File: config.mk
export PLATFORM = sky130hd
export DESIGN_NAME = inst_fetch_queue
export DESIGN_NICKNAME = d
export VERILOG_FILES = /design/src/rtl/inst_fetch_queue.sv
export SDC_FILE = /design/constraint.sdc
export NUM_CORES = 1
export LEC_CHECK = 0
export ABC_CLOCK_PERIOD_IN_PS = 5900
export BUFFER_PORTS_ARGS = -buffer_cell sky130_fd_sc_hd__buf_2
export CAP_MARGIN = 30
export CORE_UTILIZATION = 36
export CTS_CLUSTER_SIZE = 12
export DETAILED_ROUTE_END_ITERATION = 8
export SLEW_MARGIN = 20
export SYNTH_ARGS = -nofsm -noshare
export SYNTH_HDL_FRONTEND = slang
export SYNTH_SLANG_ARGS = --single-unit
File: constraint.sdc
create_clock -name clk -period 5.9 [get_ports clk]
set_input_delay 1.475 -clock clk [delete_from_list [all_inputs] [get_ports clk]]
set_output_delay 1.475 -clock clk [all_outputs]
set_load 0.01 [all_outputs]
File: src/rtl/inst_fetch_queue.sv
// Instruction fetch stage: credit-limited sequential fetch into an in-order
// prefetch FIFO, with redirect flush and in-flight response discard.
module inst_fetch_queue #(
    parameter int PC_W  = 8,
    parameter int INS_W = 32,
    parameter int DEPTH = 4
) (
    input  logic             clk,
    input  logic             reset,
    output logic             imem_req_valid,
    output logic [PC_W-1:0]  imem_req_addr,
    input  logic             imem_req_ready,
    input  logic             imem_rsp_valid,
    input  logic [INS_W-1:0] imem_rsp_data,
    output logic             ins_valid,
    output logic [INS_W-1:0] ins_data,
    output logic [PC_W-1:0]  ins_pc,
    input  logic             ins_ready,
    input  logic             redirect,
    input  logic [PC_W-1:0]  redirect_pc
);

    localparam int PTR_W = $clog2(DEPTH);
    localparam int CNT_W = PTR_W + 1;

    logic [PC_W-1:0]  fetch_pc_q, fetch_pc_d;
    logic [PC_W-1:0]  rsp_pc_q, rsp_pc_d;
    logic [CNT_W-1:0] count_q, count_d;
    logic [CNT_W-1:0] outstanding_q, outstanding_d;
    logic [CNT_W-1:0] discard_q, discard_d;
    logic [PTR_W-1:0] wr_ptr_q, wr_ptr_d;
    logic [PTR_W-1:0] rd_ptr_q, rd_ptr_d;

    logic [PC_W-1:0]  pc_mem_q   [DEPTH];
    logic [INS_W-1:0] data_mem_q [DEPTH];

    logic [CNT_W:0]   credits_used;
    logic             credit_ok;
    logic             req_fire;
    logic             rsp_fire;
    logic             push;
    logic             pop;
    logic [PC_W-1:0]  redirect_pc_aligned;

    // Buffered entries and outstanding requests share one credit pool, so a
    // response always finds a free FIFO slot.
    assign credits_used = {1'b0, count_q} + {1'b0, outstanding_q};
    assign credit_ok    = credits_used < (CNT_W+1)'(DEPTH);

    assign imem_req_valid = !reset && credit_ok;
    assign imem_req_addr  = reset ? '0 : fetch_pc_q;

    assign ins_valid = !reset && (count_q != '0);
    assign ins_data  = reset ? '0 : data_mem_q[rd_ptr_q];
    assign ins_pc    = reset ? '0 : pc_mem_q[rd_ptr_q];

    assign redirect_pc_aligned = {redirect_pc[PC_W-1:2], 2'b00};

    assign req_fire = imem_req_valid && imem_req_ready;
    assign rsp_fire = imem_rsp_valid && !reset;
    assign push     = rsp_fire && (discard_q == '0) && !redirect;
    assign pop      = ins_valid && ins_ready && !redirect;

    always_comb begin
        fetch_pc_d    = fetch_pc_q;
        rsp_pc_d      = rsp_pc_q;
        count_d       = count_q;
        outstanding_d = outstanding_q + CNT_W'(req_fire) - CNT_W'(rsp_fire);
        discard_d     = discard_q;
        wr_ptr_d      = wr_ptr_q;
        rd_ptr_d      = rd_ptr_q;

        if (redirect) begin
            fetch_pc_d = redirect_pc_aligned;
            rsp_pc_d   = redirect_pc_aligned;
            count_d    = '0;
            // Everything still in flight after this edge belongs to the old path.
            discard_d  = outstanding_q + CNT_W'(req_fire) - CNT_W'(rsp_fire);
            wr_ptr_d   = '0;
            rd_ptr_d   = '0;
        end else begin
            if (req_fire) begin
                fetch_pc_d = fetch_pc_q + PC_W'(4);
            end
            if (rsp_fire && (discard_q != '0)) begin
                discard_d = discard_q - CNT_W'(1);
            end
            if (push) begin
                rsp_pc_d = rsp_pc_q + PC_W'(4);
                wr_ptr_d = wr_ptr_q + PTR_W'(1);
            end
            if (pop) begin
                rd_ptr_d = rd_ptr_q + PTR_W'(1);
            end
            count_d = count_q + CNT_W'(push) - CNT_W'(pop);
        end
    end

    always_ff @(posedge clk) begin
        if (reset) begin
            fetch_pc_q    <= '0;
            rsp_pc_q      <= '0;
            count_q       <= '0;
            outstanding_q <= '0;
            discard_q     <= '0;
            wr_ptr_q      <= '0;
            rd_ptr_q      <= '0;
        end else begin
            fetch_pc_q    <= fetch_pc_d;
            rsp_pc_q      <= rsp_pc_d;
            count_q       <= count_d;
            outstanding_q <= outstanding_d;
            discard_q     <= discard_d;
            wr_ptr_q      <= wr_ptr_d;
            rd_ptr_q      <= rd_ptr_d;
        end
    end

    // Storage needs no reset; validity is carried entirely by count_q.
    always_ff @(posedge clk) begin
        if (push) begin
            pc_mem_q[wr_ptr_q]   <= rsp_pc_q;
            data_mem_q[wr_ptr_q] <= imem_rsp_data;
        end
    end

    a_no_overflow: assert property (@(posedge clk) disable iff (reset)
        !(push && (count_q == CNT_W'(DEPTH))));
    a_rsp_expected: assert property (@(posedge clk) disable iff (reset)
        !(rsp_fire && (outstanding_q == '0)));

endmodule

After elaboration in Yosys (flattened, before gate mapping)
Memory sizes are Yosys's and may differ from the RTL's. A register that Yosys moved wholly into a read port is not among the register bits.
Index checks and enable logic that the tools add are counted.
{"block": "word_totals", "output_inout_bits": 50, "n_memories": 2, "rom_bits": 0, "latchBits": 0, "reg_bits": 29, "ramBits": 160, "elab_cells": 55}
{"block": "op_classes", "mul": 0, "n_addsub": 10, "n_eq_ne": 0, "n_lt_le_gt_ge": 1, "n_mux": 15, "div_mod_pow": 0, "shifts": 0, "bitwise": 0, "n_reduce_logical": 18}
{"memory": "data_mem_q", "depth": 4, "word_bits": 32, "rd": 1, "rd_ports_with_merged_regs": 1, "wr": 1, "line": "35", "rtl": "logic [INS_W-1:0] data_mem_q [DEPTH];"}
{"memory": "pc_mem_q", "depth": 4, "word_bits": 8, "rd": 1, "rd_ports_with_merged_regs": 1, "wr": 1, "line": "34", "rtl": "logic [PC_W-1:0] pc_mem_q [DEPTH];"}
{"cell": "two-way mux 8 bit", "count": 6}
{"cell": "two-way mux 32 bit", "count": 1}
{"cell": "adder 8 x 3 -> 8 bit (second input constant)", "count": 2}
{"cell": "logical AND 1 bit", "count": 9}
{"cell": "two-way mux 2 bit", "count": 4}
{"cell": "adder 3 x 1 -> 3 bit", "count": 2}
{"cell": "two-way mux 3 bit", "count": 2}
{"cell": "nonzero test 2 bit", "count": 3}
{"cell": "nonzero test 3 bit", "count": 2}
{"cell": "subtractor 3 x 1 -> 3 bit", "count": 2}
{"cell": "adder 2 x 1 -> 2 bit (second input constant)", "count": 2}
{"cell": "adder 3 x 3 -> 4 bit", "count": 1}
{"cell": "< comparator 4 x 3 -> 1 bit (second input constant)", "count": 1}
{"cell": "zero test 3 bit", "count": 1}
{"cell": "subtractor 3 x 1 -> 3 bit (second input constant)", "count": 1}
{"cell": "zero test 1 bit", "count": 2}
{"cell": "two-way mux 1 bit", "count": 2}
{"cell": "OR reduction 2 bit", "count": 1}

Logic depth before layout (Yosys ltp)
Gate-level depths: netlist of run 1.
{"block": "logic_depth", "depth_word": 7, "depth_mapped": 11, "mapped_depth_nobuf": 11}

Worst setup path after synthesis of run 1
Ideal clock, no wire load.
{"block": "synth_timing", "path_kind": "input to output", "startpoint": "in reset", "endpoint": "out imem_req_valid", "path_buffers": 1, "setup_slack_ns": 2.124, "required_ns": 4.425, "arrival_ns": 2.301, "path_stages": 3, "cell_sequence": "buf_6 -> or4_4 -> nor2_1"}
{"block": "synth_via", "elab_chain_len": 2}
{"item": "start: declaration", "line": "9", "rtl": "input logic reset,"}
{"item": "zero test 1 bit", "line": "50", "rtl": "assign imem_req_valid = !reset && credit_ok;"}
{"item": "logical AND 1 bit", "line": "50"}
{"item": "end: declaration", "line": "10", "rtl": "output logic imem_req_valid,"}
Every way passes these cells.

Worst setup path in the final report of run 1
{"block": "layout_timing", "startpoint": "in reset", "endpoint": "out ins_data[26]"}
{"block": "layout_via", "elab_chain_len": 1}
{"item": "two-way mux 32 bit", "line": "54", "rtl": "assign ins_data = reset ? '0 : data_mem_q[rd_ptr_q];"}
{"item": "end: declaration", "line": "16", "rtl": "output logic [INS_W-1:0] ins_data,"}
Every way passes these cells.

==> reports/metrics.yaml, run 1 <==
timing:
  maxSlewViolCount: 0
  tightest_slew_ns: 0.8177
  min_period_over_period_pct: 71.32
  relSlewSlack_pct: 45.49
  hold_viol: 0
  fin_tns_setup_ns: 0
  setup-violations-final: 0
  rsz0062_at_grt: "no"
  fin_skew_ns: 0.009162
  layout_min_cycle_time_ns: 4.208
  max_freq_mhz: 237.6
yosys:
  postSynthAreaPerCell_sq_um: 17.55
  ys_seq_area_share_pct: 70.08
  ys_warn_count: 0
  syn_inst: 415
  netlist_area_sq_um: 7284
  ys_ff_latch: 179
  yosys.cell_types.count: 36
cts:
  clock_path_buffers: 2
  cts_setup_buffers: 0
  cts_tree: "built"
  cts_inserted_buffers: 17
  clockRootBuffer: "clkbuf_16"
  ctsResizeCount: 0
  cts_hold_buf: 0
  cts_num_sinks: 179
  htree_levels: 4
  clkTransAtPathRegs_ns: 0.07
  clock_latency_ns: 0.42
critical_path:
  critPathArrivalTime_ns: 2.73
  worstPathMaxFanout: 38
  crit_path_end_kind: "output pin"
  crit_required_ns: 4.43
  crit_type: "input port to output pin"
  crit_path_start_kind: "input port"
route:
  viasPerCell: 4.803
  wirelength_mm: 13.27
  drt-initial-drc-count: 178
  drcViolationCount: 0
  num_vias: 3794
  ant_nets: 0
  dr.pass1.iters: 4
  wl_per_cell_microns: 16.80
pwr:
  p_leak_nw: 3.076
  ir_worst_vdd_mv: 0.2065
  p_per_area_nw_per_um2: 308.9
  total_power_w: 0.002699
die:
  rows: 51
  num_io_pins: 96
  start_util_pct: 37.06
  placeableCoreArea_sq_um: 19650
  fp.dieW_microns: 144.3
  die_h_microns: 144.3
  die_area_sq_um: 20810
global_routing:
  antenna_found_initial: 0
  grt_use_total_pct: 13.95
  grt_pass1_wl_mm: 21.00
  grt_overflow_total: 0
  grt_pass1_vias: 3995
  grt_max_degree: 39
layout:
  diodes: 0
  syn_to_final_growth_pct: 19.92
  layout-drive-gt1-share_pct: 33.52
  fin_nets: 574
  nFillCells: 1748
  fin_util_pct: 44.45
min_path:
  hp-class: "flop to flop"
place:
  portBuffers: 89
  dp_hpwl_mm: 8.450
  place.gp.congestion: 0.7858
job:
  cap_violations: 0
status:
  status: "finished clean"
[routing by layer]
metal / track usage, % / routed length, microns
met3: 3.940 / 642
met2: 23.57 / 6775
met1: 17.24 / 5765
met4: 4.543 / 91
met5: 0 / 0
[layout by cell type (no fill, tap or decap), types with 2 or more instances in the layout]
master     instances
edfxtp_1         152
buf_2             89
nor2b_1           48
mux4_2            38
dfxtp_1           25
inv_1             18
clkbuf_16         17
ha_1              14
nor2_1            13
xor2_1            10
a21boi_0          10
a21oi_1            9
xnor2_1            9
nand4_1            7
buf_16             6
and3_1             5
nand2_1            5
nand3_1            4
and2_2             4
conb_1             4
clkinv_4           4
and2_1             3
inv_8              3
fa_1               2
inv_6              2
clkinv_1           2
clkinv_2           2
buf_4              2
[state kept, by name, indices dropped and copies added (netlist names), named ones only]
register and cells:
data_mem_q 128, discard_q 3, count_q 3, rd_ptr_q 2, rsp_pc_q 6, fetch_pc_q 6, pc_mem_q 24, wr_ptr_q 2
outstanding_q 3
[through the flow]
stage	std cells	setup WS [ns]	hold WS (ns)	cell area (sq um)
floorplan	418	2.124	0.4797	7296
global placement	751	1.667	0.5016	7975
detailed placement	758	1.651	0.5207	8160
CTS	790	1.653	0.5316	8736
global route	790	1.564	0.5462	8736
finish	790	1.692	0.5293	8736
[final cells by class]
cell class	count	area, sq um	share of cell area (%)
flip-flops and latches	179	5110	58.49
repair buffers	98	645.6	7.390
well taps	265	331.6	3.795
clock buffers	17	425.4	4.870
inverters	18	67.56	0.7734
clock inverters	15	150.1	1.719
multi-input cells	198	2006	22.96
[synth_stat cells, drive strengths merged]
cell type	count	area, sq um
xor2	10	87.58
or4	1	11.26
buf	14	88.83
or3	1	6.260
ha	14	175.2
conb	1	3.750
o211ai	1	7.510
a21o	1	7.510
o311a	1	10.01
nand2	5	18.77
dfxtp	27	540.5
nor2b	48	300.3
a211oi	1	7.510
nand2b	1	6.260
a21boi	11	82.58
nor4bb	1	10.01
a21oi	9	45.04
nor2	13	48.80
and3	5	31.28
mux4	38	855.8
nand3	4	20.02
fa	2	40.04
mux2i	1	10.01
nand4	7	43.79
clkbuf	9	33.78
nor3	1	10.01
and2	7	43.79
xnor2	9	78.83
inv	18	67.56
or2	1	6.260
nor4	1	21.27
edfxtp	152	4564
[worst paths after layout]
kind              cells past startpoint  slack [ns]              to        start
setup / recovery                      4        1.69    ins_data[26]        reset
hold / removal                        0        0.53  pc_mem_q[2][7]  rsp_pc_q[7]
setup reg to reg                     10        3.28    discard_q[2]   count_q[2]
hold reg to reg                       0        0.53  pc_mem_q[2][7]  rsp_pc_q[7]
[critical path: stages]
cell and delay (ns):
buf_2 0.39, buf_4 0.52, nor2b_1 0.15, buf_2 0.17
[cells by family (layout without fill, tap and decap cells)]
group	Yosys count	count (layout)	synth area share, %
other cells	1	4	0.05148
mux	39	39	11.89
flops	179	179	70.08
fa+ha+maj	16	16	2.954
xor+xnor	19	19	2.284
buf+inv	41	148	2.611
compound gates	24	24	2.199
simple gates	96	96	7.936
[report_power, final]
group          internal (W)  switching, W
Sequential          0.00140     0.0000216
Combinational     0.0000883      0.000103
Clock              0.000594      0.000488
No activity file was read; power rests on OpenSTA's default activity.
==> run 2: changes to the inputs <==
ABC_CLOCK_PERIOD_IN_PS = 4340   (was 5900)
clock period = 4.34 ns   (was 5.9 ns; I/O delays follow)
==> run 2 against run 1 <==
Against the previous run:
- power grew 37%
- register-to-register slack lost 1.5 ns
- clock skew is essentially flat
- core utilization shrank 0.59 points
- via count shrank 0.42%
- non-clock buffer count shrank 2
- flip-flop and latch count is the same
- first-iteration DRC count shrank 15%
- worst hold slack gained 0.0075 ns
- final cell count shrank 0.25%
- clock power grew 39%
- critical path type unchanged
- critical endpoint is now ins_data[18]
==> reports/metrics.yaml, run 2 (synthesis results as in run 1) <==
cts:
  cts_tree: "built"  # unchanged
  htree_levels: 4  # unchanged
  clock_path_buffers: 2  # unchanged
  ctsResizeCount: 0  # unchanged
  cts_inserted_buffers: 17  # unchanged
  clockRootBuffer: "clkbuf_16"  # unchanged
  clock_latency_ns: 0.42  # about the same
  clkTransAtPathRegs_ns: 0.07  # about the same
  cts_num_sinks: 179  # unchanged
  cts_setup_buffers: 0  # unchanged
  cts_hold_buf: 0  # unchanged
route:
  wl_per_cell_microns: 16.94  # was 16.80 microns
  dr.pass1.iters: 4  # unchanged
  drt-initial-drc-count: 151  # was 178
  wirelength_mm: 13.35  # was 13.27 mm
  drcViolationCount: 0  # unchanged
  ant_nets: 0  # unchanged
  num_vias: 3778  # was 3794
  viasPerCell: 4.794  # was 4.803
critical_path:
  crit_path_start_kind: "input port"  # unchanged
  worstPathMaxFanout: 33  # was 38
  worst-r2r-setup-slack_ns: 1.74  # was 3.28 ns
  critPathArrivalTime_ns: 2.42  # was 2.73 ns
  cp-endpoint: "ins_data[18]"  # was ins_data[26]
  crit_start: "reset"  # unchanged
  reg2reg_depth: 10  # unchanged
  r2r-end: "discard_q[2]"  # unchanged
  crit_required_ns: 3.25  # was 4.43 ns
  critical_path.reg2reg.startpoint: "count_q[2]"  # unchanged
  crit_path_end_kind: "output pin"  # unchanged
  crit_type: "input port to output pin"  # unchanged
die:
  die_area_sq_um: 20810  # unchanged
  die_h_microns: 144.3  # unchanged
  start_util_pct: 37.06  # unchanged
  rows: 51  # unchanged
  fp.dieW_microns: 144.3  # unchanged
  placeableCoreArea_sq_um: 19650  # unchanged
  num_io_pins: 96  # unchanged
timing:
  layout_min_cycle_time_ns: 3.502
  rsz0062_at_grt: "no"  # unchanged
  fin_skew_ns: 0.009067  # was 0.009162 ns
  tightest_slew_ns: 0.8155  # was 0.8177 ns
  max_freq_mhz: 285.6
  fin_tns_setup_ns: 0  # unchanged
  hold_viol: 0  # unchanged
  min_period_over_period_pct: 80.69
  maxSlewViolCount: 0  # unchanged
  holdWs_ns: 0.5368  # was 0.5293 ns
  relSlewSlack_pct: 45.63  # was 45.49%
  setup-violations-final: 0  # unchanged
global_routing:
  grt_max_degree: 39  # unchanged
  grt_pass1_vias: 3975  # was 3995
  grt_overflow_total: 0  # unchanged
  antenna_found_initial: 0  # unchanged
  grt_pass1_wl_mm: 20.53  # was 21.00 mm
  grt_use_total_pct: 13.58  # was 13.95%
layout:
  layout-drive-gt1-share_pct: 33.08  # was 33.52%
  layout_common_cells: "152 x edfxtp_1, 89 x buf_2, 48 x nor2b_1, 38 x mux4_2, 25 x dfxtp_1"  # unchanged
  regMostFlops: "data_mem_q"  # unchanged
  syn_to_final_growth_pct: 18.33  # was 19.92%
  final_common_cell: "edfxtp_1"  # unchanged
  largest_register_ffs: 128  # unchanged
  fin_cells: 788  # was 790
  diodes: 0  # unchanged
  fin_nets: 572  # was 574
  top_regs: "data_mem_q x128, pc_mem_q x24"  # unchanged
  fin_area_sq_um: 8620  # was 8736 sq um
  nFillCells: 1780  # was 1748
place:
  portBuffers: 89  # unchanged
  dp_hpwl_mm: 8.104  # was 8.450 mm
  dp_cells: 756  # was 758
  placed_cell_area_sq_um: 8038  # was 8160 sq um
  place.gp.congestion: 0.8116  # was 0.7858
status:
  status: "finished clean"  # unchanged
pwr:
  ir_worst_vdd_mv: 0.2368  # was 0.2065 mV
  total_power_w: 0.003699  # was 0.002699 W
  p_leak_nw: 3.035  # was 3.076 nW
  p_per_area_nw_per_um2: 429.2  # was 308.9 nW/um^2
job:
  cap_violations: 0  # unchanged
min_path:
  hp-class: "flop to flop"  # unchanged
==> run 2: cell count changes in the layout (fill, tap and decap cells not counted), sizes merged <==
cell and change:
buf -2, bufinv +1, clkbuf +1, clkinv -2
==> run 2: layout make-up <==
class	instances	area, sq um	share of cell area [%]
inverters	18	67.56	0.7839
flip-flops and latches	179	5110	59.28
multi-input cells	198	2006	23.27
well taps	265	331.6	3.847
repair buffers	96	523.0	6.068
clock inverters	14	152.6	1.771
clock buffers	18	429.2	4.979
==> run 2: how the worst min path moves through the flow <==
stage | start | to | cells past startpoint
floorplan | rsp_pc_q[7] | pc_mem_q[0][7] | 0
global placement | rsp_pc_q[7] | pc_mem_q[2][7] | 0
detailed placement | rsp_pc_q[7] | pc_mem_q[3][7] | 0
CTS | rsp_pc_q[7] | pc_mem_q[3][7] | 0
global route | rsp_pc_q[7] | pc_mem_q[3][7] | 0
finish | rsp_pc_q[7] | pc_mem_q[3][7] | 0
==> run 2: per-layer routing <==
layer	wire length (microns)	global-route usage, %	up-vias
met5	0	0	-
met4	144	4.875	0
met3	516	3.344	11
li1	-	-	1749
met2	6778	23.47	86
met1	5909	16.46	1932
==> run 2: worst max-delay path, cell delays in order <==
cell and delay, ns:
buf_2 0.55, buf_4 0.48, nor2b_1 0.12, buf_2 0.16
==> run 2: metrics by stage <==
| stage | worst slack [ns] | utilization (%) |
|---|---|---|
| 6_report | 0.8381 | 43.86 |
| 5_1_grt | 0.7447 | 43.86 |
| 4_1_cts | 0.8053 | 43.86 |
| 3_5_place_dp | 0.7915 | 40.90 |
| 3_3_place_gp | 0.7977 | 40.90 |
| 2_1_floorplan | 1.293 | - |
==> run 2: where the power goes <==
group	internal [W]	switching [W]
sequential	0.00191	0.0000292
combinational	0.000118	0.000138
clock	0.000858	0.000646
total	0.00289	0.000813
==> run 3: changes to the inputs <==
ABC_CLOCK_PERIOD_IN_PS = 3600   (was 4340)
clock period = 3.6 ns   (was 4.34 ns; I/O delays follow)
==> run 3 against run 2 <==
Against the previous run:
- clock skew increased by 0.0039 ns
- setup slack got worse by 0.31 ns
- core utilization increased by 0.21 points
- final cell count increased by 0.51%
- global-route usage decreased by 0.12 points
==> reports/metrics.yaml, run 3 (synthesis results as in run 1) <==
layout:
  nFillCells: 1787  # was 1780
  layout_common_cells: "152 x edfxtp_1, 89 x buf_2, 48 x nor2b_1, 38 x mux4_2, 25 x dfxtp_1"  # unchanged
  fin_nets: 576  # was 572
  top_regs: "data_mem_q x128, pc_mem_q x24"  # unchanged
  final_common_cell: "edfxtp_1"  # unchanged
  layout-drive-gt1-share_pct: 33.59  # was 33.08%
  regMostFlops: "data_mem_q"  # unchanged
  fin_cells: 792  # was 788
  syn_to_final_growth_pct: 18.89  # was 18.33%
  multiInputGateArea_sq_um: 2006  # unchanged
  largest_register_ffs: 128  # unchanged
  diodes: 0  # unchanged
  regArea_sq_um: 5110  # unchanged
cts:
  cts_hold_buf: 0  # unchanged
  clkTransAtPathRegs_ns: 0.07  # about the same
  ctsResizeCount: 0  # unchanged
  clock_path_buffers: 2  # unchanged
  htree_levels: 4  # unchanged
  cts_setup_buffers: 0  # unchanged
  cts_inserted_buffers: 17  # unchanged
  clockRootBuffer: "clkbuf_16"  # unchanged
  cts_num_sinks: 179  # unchanged
  clock_latency_ns: 0.42  # about the same
  cts_tree: "built"  # unchanged
critical_path:
  crit_type: "flop to output pin"  # was input port to output pin
  worstPathMaxFanout: 20  # was 33
  worst-r2r-setup-slack_ns: 1.03  # was 1.74 ns
  critPathArrivalTime_ns: 2.17  # was 2.42 ns
  crit_path_start_kind: "flop"  # was input port
  crit_path_end_kind: "output pin"  # unchanged
  crit_required_ns: 2.70  # was 3.25 ns
  critical_path.reg2reg.startpoint: "count_q[2]"  # unchanged
pwr:
  total_power_w: 0.004392  # was 0.003699 W
  p_leak_nw: 3.057  # was 3.035 nW
  p_per_area_nw_per_um2: 507.2  # was 429.2 nW/um^2
  ir_worst_vdd_mv: 0.3303  # was 0.2368 mV
timing:
  rsz0062_at_grt: "no"  # unchanged
  relSlewSlack_pct: 65.72  # was 45.63%
  min_period_over_period_pct: 85.33
  fin_tns_setup_ns: 0  # unchanged
  hold_viol: 0  # unchanged
  max_freq_mhz: 325.5
  setup-violations-final: 0  # unchanged
  tightest_slew_ns: 0.5142  # was 0.8155 ns
  fin_ws_ns: 0.5280  # was 0.8381 ns
  maxSlewViolCount: 0  # unchanged
  layout_min_cycle_time_ns: 3.072
  fin_skew_ns: 0.01298  # was 0.009067 ns
global_routing:
  antenna_found_initial: 0  # unchanged
  grt_pass1_vias: 3971  # was 3975
  grt_use_total_pct: 13.45  # was 13.58%
  grt_max_degree: 40  # was 39
  grt_pass1_wl_mm: 20.52  # was 20.53 mm
  grt_overflow_total: 0  # unchanged
die:
  start_util_pct: 37.06  # unchanged
  fp.dieW_microns: 144.3  # unchanged
  placeableCoreArea_sq_um: 19650  # unchanged
  num_io_pins: 96  # unchanged
  die_h_microns: 144.3  # unchanged
  die_area_sq_um: 20810  # unchanged
  rows: 51  # unchanged
place:
  place_ws_ns: 0.4645  # was 0.7915 ns
  portBuffers: 89  # unchanged
  place.gp.congestion: 0.7825  # was 0.8116
  dp_hpwl_mm: 8.122  # was 8.104 mm
  dp_cells: 760  # was 756
route:
  ant_nets: 0  # unchanged
  wirelength_mm: 13.03  # was 13.35 mm
  drcViolationCount: 0  # unchanged
  viasPerCell: 4.747  # was 4.794
  drt-initial-drc-count: 187  # was 151
  wl_per_cell_microns: 16.46  # was 16.94 microns
  num_vias: 3760  # was 3778
  dr.pass1.iters: 4  # unchanged
job:
  cap_violations: 0  # unchanged
min_path:
  hp-class: "flop to flop"  # unchanged
  hold_start: "rd_ptr_q[1]"  # was rsp_pc_q[7]
status:
  status: "finished clean"  # unchanged
-- run 3: metal layers --
layer	vias up	global-route usage (%)	wire (microns)
li1	1765	-	-
met3	11	3.642	574
met1	1895	16.33	5741
met5	-	0	0
met4	0	4.155	110
met2	89	23.29	6607
-- run 3: layout make-up --
| cell class | instances | area share, % |
|---|---|---|
| clock buffers | 23 | 5.779 |
| well taps | 265 | 3.828 |
| inverters | 18 | 0.7801 |
| repair buffers | 100 | 6.674 |
| clock inverters | 9 | 0.7801 |
| flip-flops and latches | 179 | 59.00 |
| multi-input cells | 198 | 23.16 |
-- run 3: path summary, 6_finish.rpt --
kind | cells past startpoint | to
setup reg to reg | 10 | discard_q[2]
hold reg to reg | 2 | flop
setup / recovery | 4 | ins_data[26]
hold / removal | 2 | flop
-- run 3: power breakdown --
| group | total [W] | internal (W) | switching [W] |
|---|---|---|---|
| logic | 0.000313 | 0.000145 | 0.000168 |
| clock network | 0.00174 | 0.000992 | 0.000750 |
| registers | 0.00234 | 0.00230 | 0.0000340 |
| total | 0.00439 | 0.00344 | 0.000952 |
-- run 3: stage by stage --
step / hold WS, ns / util [%] / instance area (sq um)
floorplan: 0.4797 / - / 7296
global placement: 0.5006 / 41.18 / 8093
detailed placement: 0.5271 / 41.18 / 8093
CTS: 0.5432 / 44.07 / 8661
global route: 0.5563 / 44.07 / 8661
finish: 0.5358 / 44.07 / 8661
-- run 3: critical path, cell delays in order, from the launching register on --
cell and delay (ns):
dfxtp_4 0.61, buf_12 0.27, mux4_2 0.53, nor2b_1 0.15
buf_2 0.16
